<file path="src/rtl/libAlu.sv">
// Shared ALU operation codes, sequencer state type and counter sizing.
// Latency: n/a (declarations only).
// Backpressure: n/a.
package libAlu;

    localparam int ALU_CODE_W = 4;
    typedef logic [ALU_CODE_W-1:0] alu_code_t;

    localparam alu_code_t ALU_ZERO  = 4'd0;
    localparam alu_code_t ALU_ADD   = 4'd1;
    localparam alu_code_t ALU_SUB   = 4'd2;
    localparam alu_code_t ALU_AND   = 4'd3;
    localparam alu_code_t ALU_OR    = 4'd4;
    localparam alu_code_t ALU_SLT   = 4'd5;
    localparam alu_code_t ALU_MULT  = 4'd6;
    localparam alu_code_t ALU_DIV   = 4'd7;
    localparam alu_code_t ALU_MFHI  = 4'd8;
    localparam alu_code_t ALU_MFLO  = 4'd9;
    localparam alu_code_t ALU_XOR   = 4'd10;
    localparam alu_code_t ALU_NOR   = 4'd11;
    localparam alu_code_t ALU_SLTU  = 4'd12;
    localparam alu_code_t ALU_MULTU = 4'd13;
    localparam alu_code_t ALU_DIVU  = 4'd14;

    // Multiply/divide sequencer: idle, or an operation in flight.
    typedef enum logic {
        IDLE = 1'b0,
        RUN  = 1'b1
    } state_t;

    // Counter holds latency-1, latencies up to 64.
    localparam int CNT_W = $clog2(65);

endpackage

</file>
<file path="src/rtl/libFunctions.sv">
// Shared R-type function field codes.
// Latency: n/a (declarations only).
// Backpressure: n/a.
package libFunctions;

    localparam logic [5:0] FN_MFHI  = 6'h10;
    localparam logic [5:0] FN_MFLO  = 6'h12;
    localparam logic [5:0] FN_MULT  = 6'h18;
    localparam logic [5:0] FN_MULTU = 6'h19;
    localparam logic [5:0] FN_DIV   = 6'h1A;
    localparam logic [5:0] FN_DIVU  = 6'h1B;
    localparam logic [5:0] FN_ADD   = 6'h20;
    localparam logic [5:0] FN_SUB   = 6'h22;
    localparam logic [5:0] FN_AND   = 6'h24;
    localparam logic [5:0] FN_OR    = 6'h25;
    localparam logic [5:0] FN_XOR   = 6'h26;
    localparam logic [5:0] FN_NOR   = 6'h27;
    localparam logic [5:0] FN_SLT   = 6'h2A;
    localparam logic [5:0] FN_SLTU  = 6'h2B;

endpackage

</file>
<file path="src/rtl/alu_func_decoder.sv">
// Combinational aluOp/func decode to ALU code plus mult/div/HI-LO class; ALU_EXT_FUNC_EN adds XOR/NOR/SLTU/MULTU/DIVU.
// Latency: 0 cycles (pure combinational).
// Backpressure: none; gating by issue/stall is done by the caller.
module alu_func_decoder
    import libAlu::*;
    import libFunctions::*;
#(
    parameter int ALU_CTRL_W = 4
) (
    input  logic [1:0]            i_aluOp,
    input  logic [5:0]            i_func,
    output logic [ALU_CTRL_W-1:0] o_code,
    output logic                  o_is_mul,
    output logic                  o_is_div,
    output logic                  o_is_hilo
);

    alu_code_t w_code;

    // Map opcode class and function field to an operation and its class flags
    always_comb begin
        w_code    = ALU_ZERO;
        o_is_mul  = 1'b0;
        o_is_div  = 1'b0;
        o_is_hilo = 1'b0;
        case (i_aluOp)
            2'd1: begin
                case (i_func)
                    FN_ADD:  w_code = ALU_ADD;
                    FN_SUB:  w_code = ALU_SUB;
                    FN_AND:  w_code = ALU_AND;
                    FN_OR:   w_code = ALU_OR;
                    FN_SLT:  w_code = ALU_SLT;
                    FN_MULT: begin w_code = ALU_MULT; o_is_mul  = 1'b1; end
                    FN_DIV:  begin w_code = ALU_DIV;  o_is_div  = 1'b1; end
                    FN_MFHI: begin w_code = ALU_MFHI; o_is_hilo = 1'b1; end
                    FN_MFLO: begin w_code = ALU_MFLO; o_is_hilo = 1'b1; end
`ifdef ALU_EXT_FUNC_EN
                    FN_XOR:   w_code = ALU_XOR;
                    FN_NOR:   w_code = ALU_NOR;
                    FN_SLTU:  w_code = ALU_SLTU;
                    FN_MULTU: begin w_code = ALU_MULTU; o_is_mul = 1'b1; end
                    FN_DIVU:  begin w_code = ALU_DIVU;  o_is_div = 1'b1; end
`else
                    // Extended functions are unsupported in this build: no-op, never start the unit
                    FN_XOR, FN_NOR, FN_SLTU, FN_MULTU, FN_DIVU: w_code = ALU_ZERO;
`endif
                    default: w_code = ALU_ZERO;
                endcase
            end
            2'd2:    w_code = ALU_ADD;
            2'd3:    w_code = ALU_SUB;
            default: w_code = ALU_ZERO;
        endcase
    end

    assign o_code = ALU_CTRL_W'(w_code);

endmodule

</file>
<file path="src/rtl/alu_control_sequencer.sv">
// ALU control decode plus multi-cycle multiply/divide sequencer with HI/LO write strobe (ALU_EXT_FUNC_EN: extended funcs).
// Latency: aluControl combinational; regHiLoWrite N cycles after MULT/DIV acceptance (N = MULT_CYCLES or DIV_CYCLES).
// Backpressure: stall holds MULT/DIV while busy and MFHI/MFLO while a result is outstanding.
module alu_control_sequencer
    import libAlu::*;
#(
    parameter int MULT_CYCLES = 4,
    parameter int DIV_CYCLES  = 32,
    parameter int ALU_CTRL_W  = 4
) (
    input  logic                  clk,
    input  logic                  reset,
    input  logic                  issue,
    input  logic [1:0]            aluOp,
    input  logic [5:0]            func,
    output logic [ALU_CTRL_W-1:0] aluControl,
    output logic [ALU_CTRL_W-1:0] mdControl,
    output logic                  regHiLoWrite,
    output logic                  busy,
    output logic                  stall
);

    localparam logic [ALU_CTRL_W-1:0] CODE_ZERO = ALU_CTRL_W'(ALU_ZERO);
    localparam logic [CNT_W-1:0]      MULT_LOAD = CNT_W'(MULT_CYCLES - 1);
    localparam logic [CNT_W-1:0]      DIV_LOAD  = CNT_W'(DIV_CYCLES - 1);

    state_t                  r_state;
    logic [CNT_W-1:0]        r_cnt;
    logic [ALU_CTRL_W-1:0]   r_md;

    logic [ALU_CTRL_W-1:0]   w_code;
    logic                    w_is_mul;
    logic                    w_is_div;
    logic                    w_is_hilo;
    logic                    w_run;
    logic                    w_accept;

    alu_func_decoder #(
        .ALU_CTRL_W (ALU_CTRL_W)
    ) u_dec (
        .i_aluOp   (aluOp),
        .i_func    (func),
        .o_code    (w_code),
        .o_is_mul  (w_is_mul),
        .o_is_div  (w_is_div),
        .o_is_hilo (w_is_hilo)
    );

    // Counter reaching zero marks the final (write) cycle; busy covers all earlier cycles
    assign w_run        = (r_state == RUN);
    assign busy         = w_run && (r_cnt != '0);
    assign regHiLoWrite = w_run && (r_cnt == '0);

    // HI/LO reads wait through the write cycle; a new MULT/DIV may start in the write cycle
    assign stall    = issue && (((w_is_mul || w_is_div) && busy) || (w_is_hilo && w_run));
    assign w_accept = issue && (w_is_mul || w_is_div) && !busy;

    assign aluControl = (issue && !stall) ? w_code : CODE_ZERO;
    assign mdControl  = r_md;

    // Sequencer: load latency on acceptance, count down, drop back to IDLE after the write cycle
    always_ff @(posedge clk or negedge reset) begin
        if (!reset) begin
            r_state <= IDLE;
            r_cnt   <= '0;
            r_md    <= CODE_ZERO;
        end else if (w_accept) begin
            r_state <= RUN;
            r_cnt   <= w_is_mul ? MULT_LOAD : DIV_LOAD;
            r_md    <= w_code;
        end else if (w_run) begin
            if (r_cnt != '0) begin
                r_cnt <= r_cnt - CNT_W'(1);
            end else begin
                r_state <= IDLE;
                r_md    <= CODE_ZERO;
            end
        end
    end

endmodule
</file>
<file path="config.mk">
export PLATFORM = sky130hd
export DESIGN_NAME = alu_control_sequencer
export DESIGN_NICKNAME = d
export VERILOG_FILES = /design/src/rtl/libAlu.sv /design/src/rtl/libFunctions.sv /design/src/rtl/alu_func_decoder.sv /design/src/rtl/alu_control_sequencer.sv
export SDC_FILE = /design/constraint.sdc
export NUM_CORES = 1
export LEC_CHECK = 0
export ABC_AREA = 1
export BUFFER_PORTS_ARGS = -buffer_cell sky130_fd_sc_hd__buf_2
export CAP_MARGIN = 20
export CORE_ASPECT_RATIO = 1.4
export CORE_MARGIN = 4
export CORE_UTILIZATION = 35
export CTS_CLUSTER_SIZE = 30
export DETAILED_ROUTE_END_ITERATION = 10
export PLACE_DENSITY_LB_ADDON = 0.05
export SLEW_MARGIN = 20
export SYNTH_ARGS = -nofsm -noshare
export SYNTH_HDL_FRONTEND = slang
export SYNTH_HIERARCHICAL = 1
export SYNTH_SLANG_ARGS = --single-unit
export TNS_END_PERCENT = 30
</file>
<file path="constraint.sdc">
create_clock -name clk -period 3.61 [get_ports clk]
set_clock_uncertainty 0.2 [all_clocks]
set_input_delay 0.722 -clock clk [delete_from_list [all_inputs] [get_ports clk]]
set_output_delay 0.722 -clock clk [all_outputs]
set_load 0.005 [all_outputs]
</file>
Word-level counts from Yosys, hierarchy flattened

Index checks and enable logic that the tools add are counted.

Flip-flop bits (word level): 12
Bits in latches: 0
RAM bits: 0
ROM bits: 0
Output and inout port bits: 11
Word-level logic and storage cells: 55
Memories: 0

$add $sub $neg: 1
Multipliers: 0
Div/mod/pow operators: 0
$lt $le $gt $ge: 0
Equal/unequal tests: 13
Shift operators: 0
Muxes and demuxes: 19
Bitwise gates (word level): 0
Reductions and logical operators: 19

Operators with widths:

| kind                                                               | number |
|---|---|
| 4-bit case mux with 9 select lines                                 | 1 |
| 6-bit == test, second input constant                               | 5 |
| 6-bit by 5-bit == test with 1-bit output, second input constant    | 4 |
| 7-bit two-way mux                                                  | 3 |
| 4-bit two-way mux                                                  | 4 |
| 4-bit case mux with 3 select lines                                 | 1 |
| 1-bit two-way mux                                                  | 9 |
| 1-bit logical AND                                                  | 8 |
| 7-bit zero test                                                    | 1 |
| 7-bit nonzero test                                                 | 1 |
| 7-bit by 1-bit subtractor with 7-bit output, second input constant | 1 |
| 5-bit two-way mux                                                  | 1 |
| 2-bit == test, second input constant                               | 2 |
| 2-bit AND reduction                                                | 2 |
| 2-bit nonzero test                                                 | 2 |
| 2-bit by 1-bit == test with 1-bit output, second input constant    | 1 |
| 1-bit zero test                                                    | 2 |
| 1-bit logical OR                                                   | 2 |
| 2-bit != test, second input constant                               | 1 |
| 2-bit OR reduction                                                 | 1 |

Longest topological paths before layout

Gate-level depths: netlist of the first run.

Depth after elaboration: 10
Mapped depth: 10
Depth with buffers taken out: 10

Hierarchy

The synthesis of the first run kept the hierarchy.

Modules (own cells, without submodules):

| module                | instances | cells an instance | area each (µm²) |
|---|---|---|---|
| alu_control_sequencer | 1         | 94                | 716.9 |
| alu_func_decoder      | 1         | 40                | 214.0 |

Least setup slack after synthesis of the first run

OpenSTA, ideal clock, no wires.

Kind: input to output
Start: input aluOp[0]
End: output aluControl[0]
Data arrival time: 1.604 ns
Setup slack: 1.084 ns
Stages on the path: 7
Buffers on the path: 0
Cell sequence: inv_1 > or2_1 > nor3_2 > nor2_1 > nand3b_1 > nand3_1 > nor2_1

Word-level cells in the longest chain between the ends: 9
Elaborated cells between the ends (all ways): 15
Those cells by class: 3 x eq/ne; 5 x mux; 7 x reduce/logical

Ends and longest elaborated chain:

| item                                     | RTL line                    | text |
|---|---|---|
| start: declaration                       | alu_control_sequencer.sv:14 | `input logic [1:0] aluOp,` |
| 2-bit by 1-bit == test with 1-bit output | alu_func_decoder.sv:26      | `case (i_aluOp)` |
| 1-bit two-way mux                        | alu_func_decoder.sv:26      |  |
| via w_is_mul                             | alu_control_sequencer.sv:32 | `logic w_is_mul;` |
| 1-bit logical OR                         | alu_control_sequencer.sv:55 | `assign stall = issue && (((w_is_mul \|\| w_is_div) && busy) \|\| (w_is_hilo && w_run));` |
| 1-bit logical AND                        | alu_control_sequencer.sv:55 |  |
| 1-bit logical OR                         | alu_control_sequencer.sv:55 |  |
| 1-bit logical AND                        | alu_control_sequencer.sv:55 |  |
| 1-bit zero test                          | alu_control_sequencer.sv:58 | `assign aluControl = (issue && !stall) ? w_code : CODE_ZERO;` |
| 1-bit logical AND                        | alu_control_sequencer.sv:58 |  |
| 4-bit two-way mux                        | alu_control_sequencer.sv:58 |  |
| end: declaration                         | alu_control_sequencer.sv:16 | `output logic [ALU_CTRL_W-1:0] aluControl,` |

The timed path passes the listed nets, and every way through them passes these cells.

Worst setup path after layout of the first run

Start: input aluOp[1]
End: output aluControl[3]

The elaborated chain is that of the path after synthesis.

==> flow_metrics.env, run 1 <==
export IMPL_coreArea_sq_um=2470
export IMPL_dieArea_sq_um=3560
export IMPL_worstSkewPairLatency_ns=0.27
export IMPL_grt_pass1_vias=858
export IMPL_drt_wirelength_per_cell_um=10.4
export IMPL_final_util_pct=45.1
export IMPL_layout_drive_gt1_share_pct=28.9
export IMPL_critical_path_class="primary input to output pin"
export IMPL_nFillCells=291
export IMPL_path_clk_slew_ns=0.07
export IMPL_routed_wl_um=2010
export IMPL_finalHoldViolations=0
export IMPL_syn_inst=134
export IMPL_cp_end_kind="output pin"
export IMPL_die_height_um=69.0
export IMPL_ctsResizeCount=0
export IMPL_ys_types=22
export IMPL_io_buffers=21
export IMPL_vias_per_cell=4.58
export IMPL_multi_input_area_sq_um=526
export IMPL_crit_required_ns=2.69
export IMPL_cp_slowest_cell="or2_1"
export IMPL_combPwrFrac_pct=11.3
export IMPL_n_antenna_cell=0
export IMPL_layout_min_cycle_time_ns=2.82
export IMPL_max_freq_mhz=355
export IMPL_syn_cell_area_sq_um=931
export IMPL_leakagePower_nw=0.599
export IMPL_track_usage_pct=12.7
export IMPL_dpl_hpwl_um=1710
export IMPL_min_period_over_period_pct=78.0
export IMPL_cp_max_fo=5
export IMPL_syn_nets=147
export IMPL_synth_warnings=6
export IMPL_timing_rr_end="r_cnt[1]"
export IMPL_arrival_ns=1.89
export IMPL_timing_critical_path_buf_inv=2
export IMPL_relSlewSlack_pct=81.7
export IMPL_outcome="complete, no violations"
export IMPL_rows=21
export IMPL_grt_pass1_wl_um=3550
export IMPL_areaGrowthSynthToFinish_pct=19.8
export IMPL_setup_violations=0
export IMPL_hold_class="primary input to asynchronous set/reset pin"
export IMPL_worstPathCellList="buf_2, or2_1, nor3_2, nor2_1, nand3b_1, nand3_1, nor2_1, buf_2"
export IMPL_initial_utilization_pct=37.7
export IMPL_cts_max_level=1
export IMPL_worst_r2r_setup_slack_ns=1.91
export IMPL_switching_share_pct=23.9
export IMPL_reg2reg_depth=9
export IMPL_cts_num_sinks=12
export IMPL_drc=0
export IMPL_place_area_sq_um=1080
export IMPL_cts_buffer_depth=2
export IMPL_p_seq_share_pct=49.5
export IMPL_final_nets=173
export IMPL_stdcell_area_sq_um=1110
export IMPL_place_congestion=0.784
export IMPL_regToRegStartpoint="r_cnt[0]"
export IMPL_critical_path_top_delay_family="simple AND/OR/NAND/NOR gates"
export IMPL_ir_worst_vdd_mv=0.133
export IMPL_drtIter0Drc=14
export IMPL_critPathMaxStageDelay_ns=0.28
export IMPL_drt_pass1_iter_count=3
export IMPL_vias=883
export IMPL_fin_hold_ws_ns=0.112
export IMPL_synth_seq_cells=12
export IMPL_ff_latch_area_sq_um=300
export IMPL_cts_root_buf="clkbuf_4"
export IMPL_switching_power_mw=0.0649
export IMPL_p_int_mw=0.206
export IMPL_setup_tns_final_ns=0
export IMPL_worst_pin_slew_ns=0.274
export IMPL_rsz0062_at_grt="no"
export IMPL_pwr_share_clk_pct=39.3
export IMPL_cts_tree="done"
export IMPL_cts_hold_buffers=0
export IMPL_ys_seq_area_share_pct=32.3
export IMPL_die_w_um=51.6
export IMPL_slew_violations=0
export IMPL_start_kind="primary input"
export IMPL_io_pins=22
export IMPL_numCtsBuffers=3
export IMPL_grt_max_degree=13
export IMPL_synth_avg_cell_area_sq_um=6.95
export IMPL_powerDensity_nw_per_um2=243
export IMPL_cts_setup_buffers=0
export IMPL_postRouteAntennaNets=0
export IMPL_total_power_mw=0.271
export IMPL_grt_overflow_total=0
export IMPL_maxCapViolCount=0
export IMPL_antenna_found_initial=0
## logic make-up after synthesis
kind of cell | count (synthesis) | share of synthesized area, %
xor gates and xnor gates | 1 | 0.941
buffers and inverters | 28 | 11.3
and+or+nand+nor | 78 | 45.2
AOI/OAI and AO/OA | 13 | 7.66
DFF | 12 | 32.3
adders and majority gates | 2 | 2.69
## placed cells by master, fill, tap and decap left out
cell type  count
o21ai_2        1
xnor2_1        1
nand4_1        3
nand2_1       26
nand3_4        1
nand3_2        1
o21a_1         1
ha_1           2
clkbuf_8       1
dfrtp_1       12
a21oi_1        3
nand3b_1       1
nand3_1       16
o21ai_1        8
nand2_2        1
clkbuf_4       3
nor3_2         1
or2_1          1
nor2_4         5
buf_2         21
nor2_2         2
nor2_1        17
inv_2          6
inv_1         22
nand2_4        3
## stage by stage
step	setup WS, ns	instances
global placement	0.834	189
CTS	0.794	193
detailed placement	0.796	189
global route	0.646	193
finish	0.795	193
floorplan	1.08	134
## power groups by stage
stage          registers (mW)  clock network, mW  logic [mW]
2_1_floorplan           0.137                  0      0.0160
5_1_grt                 0.134              0.116      0.0345
6_report                0.134              0.107      0.0305
4_1_cts                 0.134              0.110      0.0311
3_5_place_dp            0.137                  0      0.0310
3_3_place_gp            0.137                  0      0.0302
## cell type report
cell class              count  area share [%]
inverters                  28            9.43
multi-input cells          94            47.1
repair buffers             21            9.43
well taps                  34            3.82
flip-flops and latches     12            26.9
clock buffers               4            3.25
## flip-flops by register name (all words and copies together) (netlist names)
| signal | count |
|---|---|
| r_cnt | 7 |
| mdControl | 4 |
| r_state | 1 |
## how the worst max path moves through the flow
| stage | startpoint | to | slack [ns] | depth (start not counted) |
|---|---|---|---|---|
| after floorplan | aluOp[0] | aluControl[0] | 1.08 | 7 |
| after global placement | aluOp[1] | aluControl[2] | 0.83 | 8 |
| after detailed placement | aluOp[1] | aluControl[1] | 0.80 | 8 |
| after CTS | aluOp[1] | aluControl[1] | 0.79 | 8 |
| after global routing | aluOp[0] | aluControl[2] | 0.65 | 9 |
| final | aluOp[1] | aluControl[3] | 0.79 | 8 |
## per-layer routing
| layer | global-route usage, % | wire length [um] | up-vias | part of all wire (%) |
|---|---|---|---|---|
| met5 | 0 | 0 | - | 0 |
| met4 | 5.25 | 34 | 0 | 1.7 |
| met3 | 3.23 | 94 | 5 | 4.7 |
| met2 | 22.1 | 1040 | 17 | 52 |
| met1 | 14.2 | 847 | 393 | 42 |
| li1 | - | - | 468 | - |
## synthesized netlist by cell type
cell | n | area (sq um)
nand3_1 | 16 | 80.1
xnor2_1 | 1 | 8.76
o21ai_2 | 1 | 8.76
or2_1 | 1 | 6.26
o21ai_1 | 8 | 40.0
ha_1 | 2 | 25.0
inv_1 | 22 | 82.6
nand4_1 | 3 | 18.8
nor2_1 | 17 | 63.8
nand2_2 | 1 | 6.26
a21oi_1 | 3 | 15.0
nand2_1 | 26 | 97.6
inv_2 | 6 | 22.5
nor2_4 | 5 | 56.3
nand3b_1 | 1 | 7.51
dfrtp_1 | 12 | 300
nand2_4 | 3 | 33.8
nand3_2 | 1 | 10.0
nor3_2 | 1 | 10.0
nor2_2 | 2 | 12.5
o21a_1 | 1 | 7.51
nand3_4 | 1 | 17.5
No activity file was read; power rests on OpenSTA's default activity.
==> run 2, diff against run 1 <==
clock period = 2.3 ns   (was 3.61 ns; I/O delays follow)
==> run 2 against run 1 <==
Die area stayed put. Combinational power grew 67%. Final area rose by 6.3%. Largest power group unchanged. Sequential power grew 57%. Critical endpoint unchanged. Routed wire length grew 2.5%. Core utilization grew 2.8 points. Critical path depth unchanged. Final cell count increased by 2.6%. Register-to-register slack lost 1.3 ns. Clock power is 54% higher.
==> flow_metrics.env, run 2 (synthesis gave the netlist of run 1 again) <==
export IMPL_critical_path_class="primary input to output pin"
export IMPL_worst_r2r_setup_slack_ns=0.62
export IMPL_cp_max_fo=5
export IMPL_leakagePower_nw=0.629
export IMPL_ir_worst_vdd_mv=0.145
export IMPL_layout_drive_gt1_share_pct=35.4
export IMPL_setup_tns_final_ns=0
export IMPL_routed_wl_um=2070
export IMPL_grt_max_degree=13
export IMPL_rsz0062_at_grt="yes"
export IMPL_postRouteAntennaNets=0
export IMPL_nFillCells=295
export IMPL_path_clk_slew_ns=0.08
export IMPL_track_usage_pct=12.8
export IMPL_cts_tree="done"
export IMPL_worst_pin_slew_ns=0.288
export IMPL_top_register="r_cnt"
export IMPL_worst_path_stages=8
export IMPL_maxCapViolCount=0
export IMPL_drt_pass1_iter_count=4
export IMPL_cts_num_sinks=12
export IMPL_dieArea_sq_um=3560
export IMPL_rows=21
export IMPL_setup_violations=0
export IMPL_regToRegStartpoint="r_cnt[1]"
export IMPL_relSlewSlack_pct=80.8
export IMPL_timing_rr_end="r_cnt[1]"
export IMPL_stdcell_area_sq_um=1180
export IMPL_io_pins=22
export IMPL_cp_slowest_cell="or2_4"
export IMPL_finalHoldViolations=0
export IMPL_cp_endpoint="aluControl[3]"
export IMPL_most_common_layout_cells="nand2_1 (26), buf_2 (21), inv_1 (19)"
export IMPL_outcome="complete, no violations"
export IMPL_die_height_um=69.0
export IMPL_final_nets=178
export IMPL_vias=909
export IMPL_dpl_hpwl_um=1680
export IMPL_antenna_found_initial=0
export IMPL_numCtsBuffers=3
export IMPL_slew_violations=0
export IMPL_drtIter0Drc=13
export IMPL_powerDensity_nw_per_um2=360
export IMPL_setup_slack_ns=0.0362
export IMPL_io_buffers=21
export IMPL_critPathMaxStageDelay_ns=0.26
export IMPL_max_freq_mhz=442
export IMPL_drt_wirelength_per_cell_um=10.4
export IMPL_grt_overflow_total=0
export IMPL_cts_root_buf="clkbuf_4"
export IMPL_vias_per_cell=4.59
export IMPL_crit_required_ns=1.64
export IMPL_place_area_sq_um=1090
export IMPL_grt_pass1_vias=888
export IMPL_cts_buffer_depth=2
export IMPL_largest_reg_flops=7
export IMPL_drc=0
export IMPL_areaGrowthSynthToFinish_pct=27.3
export IMPL_hold_class="register to register"
export IMPL_cp_startpoint="aluOp[1]"
export IMPL_reg2reg_depth=10
export IMPL_worstPathCellList="buf_2, or2_4, nor3_2, nor2_1, nand3b_1, nand3_2, nor2_1, buf_2"
export IMPL_fin_hold_ws_ns=0.298
export IMPL_cp_end_kind="output pin"
export IMPL_initial_utilization_pct=37.7
export IMPL_dp_slack_ns=0.0140
export IMPL_place_congestion=0.802
export IMPL_mostFrequentLayoutCell="nand2_1"
export IMPL_n_antenna_cell=0
export IMPL_die_w_um=51.6
export IMPL_critical_path_top_delay_family="simple AND/OR/NAND/NOR gates"
export IMPL_grt_pass1_wl_um=3590
export IMPL_cts_max_level=1
export IMPL_arrival_ns=1.60
export IMPL_layout_min_cycle_time_ns=2.26
export IMPL_min_period_over_period_pct=98.4
export IMPL_timing_critical_path_buf_inv=2
export IMPL_coreArea_sq_um=2470
export IMPL_start_kind="primary input"
export IMPL_worstSkewPairLatency_ns=0.27
==> run 2: final cells by class <==
| class | instances | area [sq um] | area share, % |
|---|---|---|---|
| multi-input cells | 94 | 556 | 46.9 |
| flip-flops and latches | 12 | 300 | 25.3 |
| repair buffers | 26 | 145 | 12.2 |
| inverters | 28 | 105 | 8.87 |
| well taps | 34 | 42.5 | 3.59 |
| clock buffers | 4 | 36.3 | 3.06 |
==> run 2: worst min-delay path by stage <==
stage / start / endpoint / slack, ns / cells past startpoint
2_1_floorplan: reset / mdControl[0] / -0.04 / 0
6_report: mdControl[1] / mdControl[1] / 0.30 / 2
4_1_cts: mdControl[1] / mdControl[1] / 0.30 / 2
3_3_place_gp: reset / mdControl[1] / 0.15 / 1
5_1_grt: mdControl[0] / mdControl[0] / 0.34 / 2
3_5_place_dp: reset / mdControl[0] / 0.16 / 1
==> run 2: per-layer routing <==
metal  part of all wire [%]  GRT usage (%)  up-vias
met2                     52           22.0       16
met1                     43           14.8      413
met5                      0              0        -
met3                    3.6           2.80        2
li1                       -              -      478
met4                   0.77           5.25        0
==> run 2: worst register-to-register path, stage by stage (launching register included) <==
cell     delay (ns)
dfrtp_1        0.39
inv_2          0.10
ha_4           0.13
inv_2          0.04
nor2_4         0.11
nand3_4        0.08
buf_4          0.15
nand2_4        0.12
nand2_4        0.09
o21ai_1        0.13
inv_1          0.05
==> run 2: timing repair <==
action	4_1_cts	5_1_grt
endpoints found under the setup margin	4	5
buffers inserted	0	3
hold buffers	1	0
gates resized for setup	3	7
hold endpoints to repair	12	0
pin swaps	0	5
==> run 2: per-stage QoR <==
step / total power [mW] / utilization [%] / cells
floorplan: 0.240 / - / 134
finish: 0.427 / 48.0 / 198
detailed placement: 0.264 / 44.0 / 190
global placement: 0.262 / 44.0 / 190
CTS: 0.435 / 46.1 / 195
global route: 0.455 / 48.0 / 198
==> run 2: power breakdown <==
group          leakage (nW)  total, mW  switching [mW]  internal, mW
Clock                0.0210      0.165          0.0691        0.0961
Combinational         0.460     0.0508          0.0317        0.0191
Sequential            0.149      0.211               0         0.211
==> run 3, diff against run 2 <==
CORE_UTILIZATION = 47   (was 35)
==> run 3 against run 2 <==
Hold slack worse by 0.0035 ns. Clock power down 27%. Die area down 22%. Total power down 9.9%. Critical path depth unchanged. Largest cell class unchanged. Largest power group unchanged.
==> flow_metrics.env, run 3 (synthesis gave the netlist of run 1 again) <==
export IMPL_start_kind="primary input"
export IMPL_final_nets=178
export IMPL_switching_share_pct=24.4
export IMPL_ir_worst_vdd_mv=0.335
export IMPL_track_usage_pct=16.7
export IMPL_min_period_over_period_pct=98.2
export IMPL_total_power_mw=0.384
export IMPL_postRouteAntennaNets=0
export IMPL_slew_violations=0
export IMPL_rows=18
export IMPL_cts_root_buf="clkbuf_4"
export IMPL_initial_utilization_pct=51.0
export IMPL_worst_r2r_setup_slack_ns=0.65
export IMPL_most_common_layout_cells="nand2_1 (26), buf_2 (21), inv_1 (19)"
export IMPL_drt_pass1_iter_count=4
export IMPL_grt_max_degree=13
export IMPL_outcome="complete, no violations"
export IMPL_nFillCells=172
export IMPL_crit_required_ns=1.64
export IMPL_powerDensity_nw_per_um2=331
export IMPL_cts_tree="done"
export IMPL_critical_path_class="primary input to output pin"
export IMPL_timing_rr_end="r_cnt[3]"
export IMPL_cts_buffer_depth=2
export IMPL_worst_pin_slew_ns=0.288
export IMPL_drtIter0Drc=14
export IMPL_hold_class="register to register"
export IMPL_dieArea_sq_um=2770
export IMPL_numCtsBuffers=3
export IMPL_dpl_hpwl_um=1620
export IMPL_n_antenna_cell=0
export IMPL_relSlewSlack_pct=80.8
export IMPL_layout_drive_gt1_share_pct=35.6
export IMPL_coreArea_sq_um=1820
export IMPL_layout_min_cycle_time_ns=2.26
export IMPL_switching_power_mw=0.0937
export IMPL_arrival_ns=1.60
export IMPL_cts_max_level=1
export IMPL_grt_overflow_total=0
export IMPL_cp_end_kind="output pin"
export IMPL_pwr_share_clk_pct=31.5
export IMPL_mostFrequentLayoutCell="nand2_1"
export IMPL_antenna_found_initial=0
export IMPL_p_int_mw=0.291
export IMPL_die_height_um=60.7
export IMPL_reg2reg_depth=10
export IMPL_setup_slack_ns=0.0420
export IMPL_cp_max_fo=5
export IMPL_regToRegStartpoint="r_cnt[1]"
export IMPL_die_w_um=45.6
export IMPL_drt_wirelength_per_cell_um=10.8
export IMPL_cts_num_sinks=12
export IMPL_finalHoldViolations=0
export IMPL_min_to="mdControl[0]"
export IMPL_vias_per_cell=4.95
export IMPL_leakagePower_nw=0.626
export IMPL_routed_wl_um=1980
export IMPL_dp_slack_ns=0.0223
export IMPL_grt_pass1_wl_um=3390
export IMPL_setup_violations=0
export IMPL_max_freq_mhz=443
export IMPL_grt_met3_usage_pct=2.67
export IMPL_min_path_cells=2
export IMPL_areaGrowthSynthToFinish_pct=24.9
export IMPL_largest_reg_flops=7
export IMPL_dp_cells=176
export IMPL_place_congestion=0.826
export IMPL_io_buffers=21
export IMPL_setup_tns_final_ns=0
export IMPL_p_seq_share_pct=54.9
export IMPL_top_register="r_cnt"
export IMPL_io_pins=22
export IMPL_fin_hold_ws_ns=0.295
export IMPL_use_met2_pct=29.5
export IMPL_grt_pass1_vias=843
export IMPL_maxCapViolCount=0
export IMPL_rsz0062_at_grt="yes"
export IMPL_worstSkewPairLatency_ns=0.26
export IMPL_holdCritStartpoint="mdControl[0]"
export IMPL_gr_usage_met1_pct=18.5
export IMPL_combPwrFrac_pct=13.6
export IMPL_finalNonFillerCells=183
export IMPL_vias=906
export IMPL_path_clk_slew_ns=0.07
export IMPL_drc=0
export IMPL_busiest_layer="met2"
run 3: changes by cell type in the layout (fill, tap and decap cells not counted), sizes merged:
cell / delta
clkbuf: -1
run 3: worst max-delay path by stage:
stage	from	end	slack, ns	cells after the start
2_1_floorplan	aluOp[0]	aluControl[0]	0.30	7
3_3_place_gp	aluOp[1]	aluControl[2]	0.06	8
3_5_place_dp	aluOp[1]	aluControl[1]	0.02	8
4_1_cts	r_cnt[1]	aluControl[1]	0.007	9
5_1_grt	r_cnt[1]	aluControl[0]	-0.09	9
6_report	aluOp[1]	aluControl[0]	0.04	8
run 3: critical path, cell delays in order:
cell      delay, ns
buf_2          0.11
or2_4          0.27
nor3_4         0.17
nor2_1         0.08
nand3b_1       0.19
nand3_2        0.14
nor2_1         0.05
buf_2          0.12
run 3: layout make-up:
type	instances	area, sq um	share of cell area [%]
Clock buffer	3	22.5	1.94
Inverter	28	105	9.04
Multi-Input combinational cell	94	564	48.5
Sequential cell	12	300	25.8
Tap cell	20	25.0	2.15
Timing Repair Buffer	26	145	12.5
run 3: per-stage QoR:
| step | utilization (%) | area [sq um] |
|---|---|---|
| 4_1_cts | 60.8 | 1110 |
| 6_report | 63.7 | 1160 |
| 2_1_floorplan | - | 931 |
| 5_1_grt | 63.7 | 1160 |
| 3_3_place_gp | 58.6 | 1070 |
| 3_5_place_dp | 58.6 | 1070 |
run 3: power by group through the flow:
stage / clock (mW) / sequential, mW / combinational, mW
after floorplan: 0 / 0.215 / 0.0251
after global placement: 0 / 0.215 / 0.0467
after detailed placement: 0 / 0.215 / 0.0486
after CTS: 0.129 / 0.211 / 0.0505
after global routing: 0.143 / 0.211 / 0.0582
final: 0.121 / 0.211 / 0.0523
run 3: timing repair:
action                                  CTS  global route
buffers inserted                          0             3
resized for setup                         3             9
pin swaps                                 0             3
hold endpoints to repair                 12             0
endpoints found under the setup margin    4             5
hold buffers                              1             0
run 3: metal layers:
layer  routed length [um]  vias to the layer above  share of wire, %
met5                    0                        -                 0
met4                   49                        0               2.5
met3                   76                        6               3.8
met2                 1040                       26                52
met1                  816                      397                41
li1                     -                      477                 -
